==> config.mk <==
export PLATFORM = sky130hd
export DESIGN_NAME = accum_sequencer
export DESIGN_NICKNAME = d
export VERILOG_FILES = /design/src/rtl/accum_sequencer_pkg.sv /design/src/rtl/accum_add_core.sv /design/src/rtl/accum_sequencer.sv
export SDC_FILE = /design/constraint.sdc
export NUM_CORES = 1
export LEC_CHECK = 0
export BUFFER_PORTS_ARGS = -buffer_cell sky130_fd_sc_hd__buf_2
export CAP_MARGIN = 20
export CORE_MARGIN = 2
export CORE_UTILIZATION = 30
export DETAILED_ROUTE_END_ITERATION = 7
export SYNTH_ARGS = -nofsm -noshare
export SYNTH_HDL_FRONTEND = slang
export SYNTH_SLANG_ARGS = --single-unit
==> constraint.sdc <==
create_clock -name clk -period 5.1 [get_ports clk]
set_input_delay 1.02 -clock clk [delete_from_list [all_inputs] [get_ports clk]]
set_output_delay 1.02 -clock clk [all_outputs]
set_load 0.01 [all_outputs]
==> src/rtl/accum_sequencer_pkg.sv <==
`default_nettype none
// +----------------------------------------------------------------------------+
// | Module   : accum_sequencer_pkg                                             |
// | Purpose  : Shared state encoding and default widths for the accumulator    |
// |            sequencer and its adder core.                                   |
// | Contents : state_t   - 2-bit FSM encoding (IDLE/CLEAR/ACCUM/DONE)          |
// |            c_def_n     - default operand/sum width                         |
// |            c_def_cnt_w - default operand-count width                       |
// | Revision : 1.0 - initial release                                           |
// +----------------------------------------------------------------------------+
package accum_sequencer_pkg;

   typedef enum logic [1:0] {
      ST_IDLE  = 2'd0,
      ST_CLEAR = 2'd1,
      ST_ACCUM = 2'd2,
      ST_DONE  = 2'd3
   } state_t;

   localparam int c_def_n     = 8;
   localparam int c_def_cnt_w = 4;

endpackage : accum_sequencer_pkg
`default_nettype wire

==> src/rtl/accum_add_core.sv <==
`default_nettype none
// +----------------------------------------------------------------------------+
// | Module   : accum_add_core                                                  |
// | Purpose  : Purely combinational N-bit adder with unsigned carry-out and    |
// |            two's-complement overflow detection.                            |
// | Ports    : a, b  (in,  N) - operands                                       |
// |            s     (out, N) - sum modulo 2^N                                 |
// |            carry (out, 1) - bit N of the (N+1)-bit sum                     |
// |            ovf   (out, 1) - operand signs equal, result sign differs       |
// | Revision : 1.0 - initial release                                           |
// +----------------------------------------------------------------------------+
module accum_add_core
   import accum_sequencer_pkg::*;
#(
   parameter int N = c_def_n
) (
   input  logic [N-1:0] a,
   input  logic [N-1:0] b,
   output logic [N-1:0] s,
   output logic         carry,
   output logic         ovf
);

   logic [N:0] w_sum_ext;

   assign w_sum_ext = {1'b0, a} + {1'b0, b};
   assign s         = w_sum_ext[N-1:0];
   assign carry     = w_sum_ext[N];
   assign ovf       = (a[N-1] == b[N-1]) && (w_sum_ext[N-1] != a[N-1]);

endmodule : accum_add_core
`default_nettype wire

==> src/rtl/accum_sequencer.sv <==
`default_nettype none
// +----------------------------------------------------------------------------+
// | Module   : accum_sequencer                                                 |
// | Purpose  : Counted, handshaked accumulation run. A start in IDLE latches   |
// |            len, CLEAR zeroes the sum and flags, ACCUM pulls len operands   |
// |            over valid/ready, DONE pulses done for one cycle.               |
// | Ports    : clk          (in,  1)     - system clock, rising edge           |
// |            aclr         (in,  1)     - async active-low reset              |
// |            start        (in,  1)     - run request, sampled in IDLE        |
// |            len          (in,  CNT_W) - operand count for the run           |
// |            in_data      (in,  N)     - operand                             |
// |            in_valid     (in,  1)     - operand valid                       |
// |            in_ready     (out, 1)     - operand accepted this cycle         |
// |            sum          (out, N)     - registered running sum              |
// |            carry_sticky (out, 1)     - unsigned carry seen during run      |
// |            ovf_sticky   (out, 1)     - signed overflow seen during run     |
// |            busy         (out, 1)     - CLEAR or ACCUM                      |
// |            done         (out, 1)     - one-cycle completion pulse          |
// | Revision : 1.0 - initial release                                           |
// +----------------------------------------------------------------------------+
module accum_sequencer
   import accum_sequencer_pkg::*;
#(
   parameter int N     = c_def_n,
   parameter int CNT_W = c_def_cnt_w
) (
   input  logic             clk,
   input  logic             aclr,
   input  logic             start,
   input  logic [CNT_W-1:0] len,
   input  logic [N-1:0]     in_data,
   input  logic             in_valid,
   output logic             in_ready,
   output logic [N-1:0]     sum,
   output logic             carry_sticky,
   output logic             ovf_sticky,
   output logic             busy,
   output logic             done
);

   localparam logic [CNT_W-1:0] c_one = {{(CNT_W-1){1'b0}}, 1'b1};

   state_t           r_state;
   state_t           w_next;
   logic [CNT_W-1:0] r_cnt;
   logic [N-1:0]     r_sum;
   logic             r_carry;
   logic             r_ovf;

   logic             w_busy;
   logic             w_in_ready;
   logic             w_done;
   logic             w_accept;
   logic [N-1:0]     w_add_s;
   logic             w_add_c;
   logic             w_add_v;

   // Handshake decoded straight from the state so it does not depend on the
   // combinational output block below.
   assign w_accept = in_valid && (r_state == ST_ACCUM);

   accum_add_core #(
      .N (N)
   ) u_add (
      .a     (r_sum),
      .b     (in_data),
      .s     (w_add_s),
      .carry (w_add_c),
      .ovf   (w_add_v)
   );

   // State register
   always_ff @(posedge clk or negedge aclr) begin
      if (!aclr) begin
         r_state <= ST_IDLE;
      end else begin
         r_state <= w_next;
      end
   end

   // Next-state and Moore outputs. Outputs come only from r_state, so they
   // drop to zero the moment reset forces the state to IDLE.
   always_comb begin
      w_next     = r_state;
      w_busy     = 1'b0;
      w_in_ready = 1'b0;
      w_done     = 1'b0;
      case (r_state)
         ST_IDLE: begin
            if (start) begin
               w_next = ST_CLEAR;
            end
         end
         ST_CLEAR: begin
            w_busy = 1'b1;
            w_next = (r_cnt == '0) ? ST_DONE : ST_ACCUM;
         end
         ST_ACCUM: begin
            w_busy     = 1'b1;
            w_in_ready = 1'b1;
            if (w_accept && (r_cnt == c_one)) begin
               w_next = ST_DONE;
            end
         end
         ST_DONE: begin
            w_done = 1'b1;
            w_next = ST_IDLE;
         end
         default: begin
            w_next = ST_IDLE;
         end
      endcase
   end

   // Counter, sum and sticky flags. Sum and flags are only touched in CLEAR
   // and on an ACCUM handshake, so they hold through DONE and IDLE.
   always_ff @(posedge clk or negedge aclr) begin
      if (!aclr) begin
         r_cnt   <= '0;
         r_sum   <= '0;
         r_carry <= 1'b0;
         r_ovf   <= 1'b0;
      end else begin
         case (r_state)
            ST_IDLE: begin
               if (start) begin
                  r_cnt <= len;
               end
            end
            ST_CLEAR: begin
               r_sum   <= '0;
               r_carry <= 1'b0;
               r_ovf   <= 1'b0;
            end
            ST_ACCUM: begin
               if (w_accept) begin
                  r_sum   <= w_add_s;
                  r_carry <= r_carry | w_add_c;
                  r_ovf   <= r_ovf | w_add_v;
                  r_cnt   <= r_cnt - c_one;
               end
            end
            default: begin
            end
         endcase
      end
   end

   assign in_ready     = w_in_ready;
   assign busy         = w_busy;
   assign done         = w_done;
   assign sum          = r_sum;
   assign carry_sticky = r_carry;
   assign ovf_sticky   = r_ovf;

endmodule : accum_sequencer
`default_nettype wire

==> impl_metrics.tcl, run 1 <==
set metrics [dict create \
    yosysUniqueCellTypes 32 \
    power_uw 820.3 \
    tightest_slew_ps 592.7 \
    drive_above_1_share_pct 25.85 \
    hpwl_um 1907 \
    startpoint_type "flip-flop" \
    synth_top_cell_area_share_pct 35.52 \
    grt_pass1_wl_um 4153 \
    path_clk_slew_ps 70 \
    antenna_found_initial 0 \
    via_per_inst 4.903 \
    worstPathCellList "inv_1 > ha_1 > buf_2" \
    slew_violations 0 \
    num_vias 956 \
    port_buffers 28 \
    ys_seq_elements 16 \
    slowest_delay_ps 560 \
    insertion_delay_ps 250 \
    n_fill_cell 385 \
    fin_nets 181 \
    totalWireLength_um 2509 \
    start_util_pct 31.03 \
    cts.htree.levels 1 \
    ios 29 \
    ir_drop_uv 318.5 \
    synth_cells 116 \
    netlist_area_mm2 0.001127 \
    grt_pass1_vias 943 \
    finalHoldViolations 0 \
    core-area_mm2 0.003633 \
    cts_root_buf "clkbuf_8" \
    ctsHoldBuffers 0 \
    skew_ps 6.383 \
    setup_viol 0 \
    cts_setup_buffers 0 \
    path_max_fanout 14 \
    grt_usage_pct 12.25 \
    grt_remaining_overflow 0 \
    synthesis.nets 149 \
    slew_headroom_pct 60.48 \
    min_path_type "reg -> reg" \
    synth_top_area_cell "dfrtp_1" \
    worstSetupPathType "reg -> out" \
    max_freq_ghz 0.3823 \
    leakagePower_nw 0.6853 \
    cts_tree "done" \
    p_per_area_mw_per_mm2 595.5 \
    clock-sinks 16 \
    place.gp.congestion 0.8191 \
    yosysWarnings 0 \
    arrival_ps 1600 \
    critical-path-slowest-cell "ha_1" \
    required_ps 4080 \
    avgRoutedWirePerCell_um 12.87 \
    cts_resized 0 \
    rsz0062_at_grt "no" \
    die_x_um 65.30 \
    clockBufferDepth 2 \
    synthTopCellsByArea "dfrtp_1, ha_1, o21ai_0" \
    drv_cap 0 \
    design.die.area_mm2 0.004264 \
    cts_inserted_buffers 3 \
    finalCritPeriodShare_pct 51.29 \
    grt_start_max_net_pins 17 \
    tns_ps 0 \
    drt_pass1_iterations 4 \
    drc_errors 0 \
    synth_seq_area_share_pct 35.52 \
    rows 22 \
    hold_ws_ps 519.4 \
    n_antenna_cell 0 \
    syn_to_final_growth_pct 22.20 \
    dr.first_iter.drc_count 64 \
    outcome "completed" \
    syn_area_per_cell_um2 9.718 \
    worstSetupEndpointType "primary output" \
    ant_nets 0 \
    period_minus_slack_ps 2616 \
    die_y_um 65.30 \
]
-- final timing paths --
path | from | to | slack [ps] | cells past startpoint
worst max-delay path | r_state[0]$_DFFE_PN0P_ | in_ready | 2480 | 3
worst min-delay path | sum[3]$_DFFE_PN0P_ | sum[3]$_DFFE_PN0P_ | 520 | 2
worst max register to register | r_state[0]$_DFFE_PN0P_ | r_cnt[2]$_DFFE_PN0P_ | 3000 | 7
worst min register to register | sum[3]$_DFFE_PN0P_ | sum[3]$_DFFE_PN0P_ | 520 | 2
max in group asynchronous | aclr | r_state[0]$_DFFE_PN0P_ | 4150 | 1
min in group asynchronous | aclr | sum[1]$_DFFE_PN0P_ | 670 | 1
-- flip-flops by register name, indices dropped and copies added, names as in the netlist --
signal        flops
sum               8
r_cnt             4
r_state           2
ovf_sticky        1
carry_sticky      1
-- cell usage after synthesis, drive strengths merged --
cell type,instances
a211oi,1
a21o,3
a21oi,11
a22oi,1
a311oi,2
a31o,1
a32o,2
buf,1
dfrtp,16
fa,1
ha,16
inv,6
mux2i,2
nand2,11
nand2b,1
nand3,4
nor2,6
nor2b,1
nor3,1
o211ai,1
o21a,2
o21ai,14
o21bai,1
o22ai,2
o31ai,1
or3,1
xnor2,1
xor2,6
-- routing by layer --
metal | vias to the layer above | global-route usage [%] | part of all wire [%]
li1 | 479 | - | -
met1 | 450 | 16.03 | 47
met2 | 25 | 20.54 | 48
met3 | 2 | 3.596 | 5.3
met4 | 0 | 1.563 | 0.28
met5 | - | 0 | 0
-- cell usage in the layout (no fill, tap or decap), types with 2 or more instances in the layout --
| master | instances |
|---|---|
| a32o_1 | 2 |
| a21oi_1 | 8 |
| xor2_1 | 6 |
| a311oi_1 | 2 |
| nand3_1 | 4 |
| inv_1 | 6 |
| ha_1 | 16 |
| o22ai_1 | 2 |
| dfrtp_1 | 16 |
| o21ai_1 | 3 |
| o21ai_0 | 11 |
| clkbuf_8 | 4 |
| nand2_1 | 10 |
| a21oi_2 | 2 |
| a21o_1 | 3 |
| buf_2 | 28 |
| nor2_1 | 6 |
| o21a_1 | 2 |
| mux2i_1 | 2 |
-- kinds of logic (layout without fill, tap and decap cells) --
logic type	after synthesis	count (layout)	share of synthesized area, %
DFF	16	16	35.52
xor gates and xnor gates	7	7	5.439
muxes	2	2	1.776
adders and majority gates	17	17	19.53
and+or+nand+nor	25	25	9.768
buffers and inverters	7	38	2.441
AOI/OAI and AO/OA	42	42	25.53
-- layout make-up --
class                      count  area [µm²]  share of cell area, %
tap                           48       60.06                  4.360
sequential                    16       400.4                  29.06
timing repair buffer          28       140.1                  10.17
clock buffer                   4       55.05                  3.996
inverter                       6       22.52                  1.635
multi-input combinational     93       699.4                  50.77
-- per-stage QoR --
| step | util [%] | setup WS [ps] | cell area (µm²) | cells |
|---|---|---|---|---|
| after floorplan | - | 2591 | 1127 | 116 |
| after global placement | 36.40 | 2422 | 1323 | 191 |
| after detailed placement | 36.40 | 2402 | 1323 | 191 |
| after CTS | 37.91 | 2485 | 1378 | 195 |
| after global routing | 37.91 | 2366 | 1378 | 195 |
| final | 37.91 | 2484 | 1378 | 195 |
-- power breakdown --
part	total [mW]	switching, mW	internal (mW)
combinational	0.474	0.274	0.199
sequential	0.230	0.0473	0.183
clock	0.117	0.0482	0.0686
-- worst max-delay path: cells and delay by family, from the launching register on --
| kind | cells | cell delay [ps] |
|---|---|---|
| adders and majority gates | 1 | 560 |
| buffers and inverters | 2 | 380 |
| DFF | 1 | 410 |
(Power assumes the default switching activity.)
==> inputs of run 2 (changes only) <==
- clock period: 5.1 -> 2.1 ns (I/O delays scaled with it)
==> run 2 against run 1 <==
Compared with the run above: critical path depth up 4; wire length increased by 0.56%; design area up 1.6%; non-clock buffer count grew 3; global-route usage up 0.64 points; worst hold slack worse by 440 ps; final cell count up 1.5%; via count up 1.7%; sequential power is 140% higher; critical path type is now reg -> reg; critical endpoint is now sum[6]$_DFFE_PN0P_; largest power group unchanged.
==> impl_metrics.tcl, run 2 (same netlist as run 1, synthesis figures left out) <==
set metrics [dict create \
    outcome "completed" \
    min_path_type "in -> async" \
    cts_resized 0 \
    totalWireLength_um 2523 \
    place_area_mm2 0.001345 \
    core-area_mm2 0.003633 \
    grt_remaining_overflow 0 \
    port_buffers 28 \
    drive_above_1_share_pct 27.33 \
    ctsHoldBuffers 0 \
    grt_pass1_wl_um 4264 \
    drv_cap 0 \
    grt_pass1_vias 962 \
    final_cell_area_mm2 0.001400 \
    worstSetupEndpointType "flip-flop" \
    ios 29 \
    grt_usage_pct 12.88 \
    design.die.area_mm2 0.004264 \
    num_vias 972 \
    cts.htree.levels 1 \
    cts_root_buf "clkbuf_8" \
    worstPathCellList "ha_1 > fa_1 > a21o_1 > a31o_1 > a21oi_2 > xor2_1 > o21ai_1" \
    final_common_cell "buf_2" \
    die_x_um 65.30 \
    finalHoldViolations 0 \
    slew_headroom_pct 74.14 \
    worstSetupPathType "reg -> reg" \
    avgRoutedWirePerCell_um 12.74 \
    placedCellCount 194 \
    largest_register_ff_count 8 \
    path_max_fanout 3 \
    arrival_ps 2110 \
    tightest_slew_ps 387.8 \
    leakagePower_nw 0.7001 \
    startpoint_type "flip-flop" \
    power_mw 2.008 \
    fin_nets 184 \
    required_ps 2250 \
    p_per_area_mw_per_mm2 1434 \
    via_per_inst 4.909 \
    rsz0062_at_grt "no" \
    clock-sinks 16 \
    drc_errors 0 \
    place.gp.congestion 0.8369 \
    cts_inserted_buffers 3 \
    setup_viol 0 \
    cts_tree "done" \
    critical-path-slowest-cell "fa_1" \
    final_cell_mix "buf_2, ha_1, dfrtp_1, o21ai_0, nand2_1" \
    ant_nets 0 \
    path_clk_slew_ps 70 \
    start_util_pct 31.03 \
    grt_start_max_net_pins 17 \
    clockBufferDepth 2 \
    dr.first_iter.drc_count 57 \
    insertion_delay_ps 250 \
    stdcell_count 198 \
    syn_to_final_growth_pct 24.20 \
    hold_ws_ps 75.61 \
    slowest_delay_ps 410 \
    cts_setup_buffers 0 \
    max_freq_ghz 0.5102 \
    die_y_um 65.30 \
    tns_ps 0 \
    antenna_found_initial 0 \
    period_minus_slack_ps 1960 \
    ir_drop_uv 779.4 \
    skew_ps 7.841 \
    finalCritPeriodShare_pct 93.33 \
    n_antenna_cell 0 \
    rows 22 \
    slew_violations 0 \
    hpwl_um 1915 \
    drt_pass1_iterations 4 \
]
run 2: worst paths after layout:
| check | from | to | slack, ps | cells past startpoint |
|---|---|---|---|---|
| max reg2reg | sum[0]$_DFFE_PN0P_ | sum[6]$_DFFE_PN0P_ | 140 | 7 |
| max in group asynchronous | aclr | sum[7]$_DFFE_PN0P_ | 1740 | 1 |
| max | sum[0]$_DFFE_PN0P_ | sum[6]$_DFFE_PN0P_ | 140 | 7 |
| min | aclr | sum[3]$_DFFE_PN0P_ | 80 | 1 |
| min reg2reg | sum[4]$_DFFE_PN0P_ | sum[4]$_DFFE_PN0P_ | 510 | 2 |
| min in group clk | len[3] | r_cnt[3]$_DFFE_PN0P_ | 440 | 3 |
run 2: critical path: cells and delay by family, from the launching register on:
family          cells  cell delay [ps]
xor+xnor            1              160
fa+ha+maj           2              650
flops               1              400
compound gates      4              650
run 2: per-layer routing:
layer,track usage [%],wire [µm],vias up
met5,0,0,-
met4,3.125,10,0
li1,-,-,489
met3,4.281,145,2
met2,20.66,1179,26
met1,16.72,1188,455
run 2: area by class of cell:
| class | instances | area (µm²) |
|---|---|---|
| Tap cell | 48 | 60.06 |
| Inverter | 6 | 22.52 |
| Timing Repair Buffer | 31 | 162.7 |
| Fill cell | 389 | 2233 |
| Sequential cell | 16 | 400.4 |
| Clock buffer | 4 | 55.05 |
| Multi-Input combinational cell | 93 | 699.4 |
run 2: power breakdown:
| group | switching (mW) | leakage (nW) | internal [mW] |
|---|---|---|---|
| logic | 0.664 | 0.468 | 0.504 |
| registers | 0.111 | 0.204 | 0.443 |
| clock network | 0.118 | 0.0288 | 0.167 |
run 2: metrics by stage:
step	utilization [%]	worst slack (ps)
2_1_floorplan	-	191.3
3_3_place_gp	37.02	50.96
3_5_place_dp	37.02	2.618
4_1_cts	38.53	131.7
5_1_grt	38.53	30.75
6_report	38.53	140.1
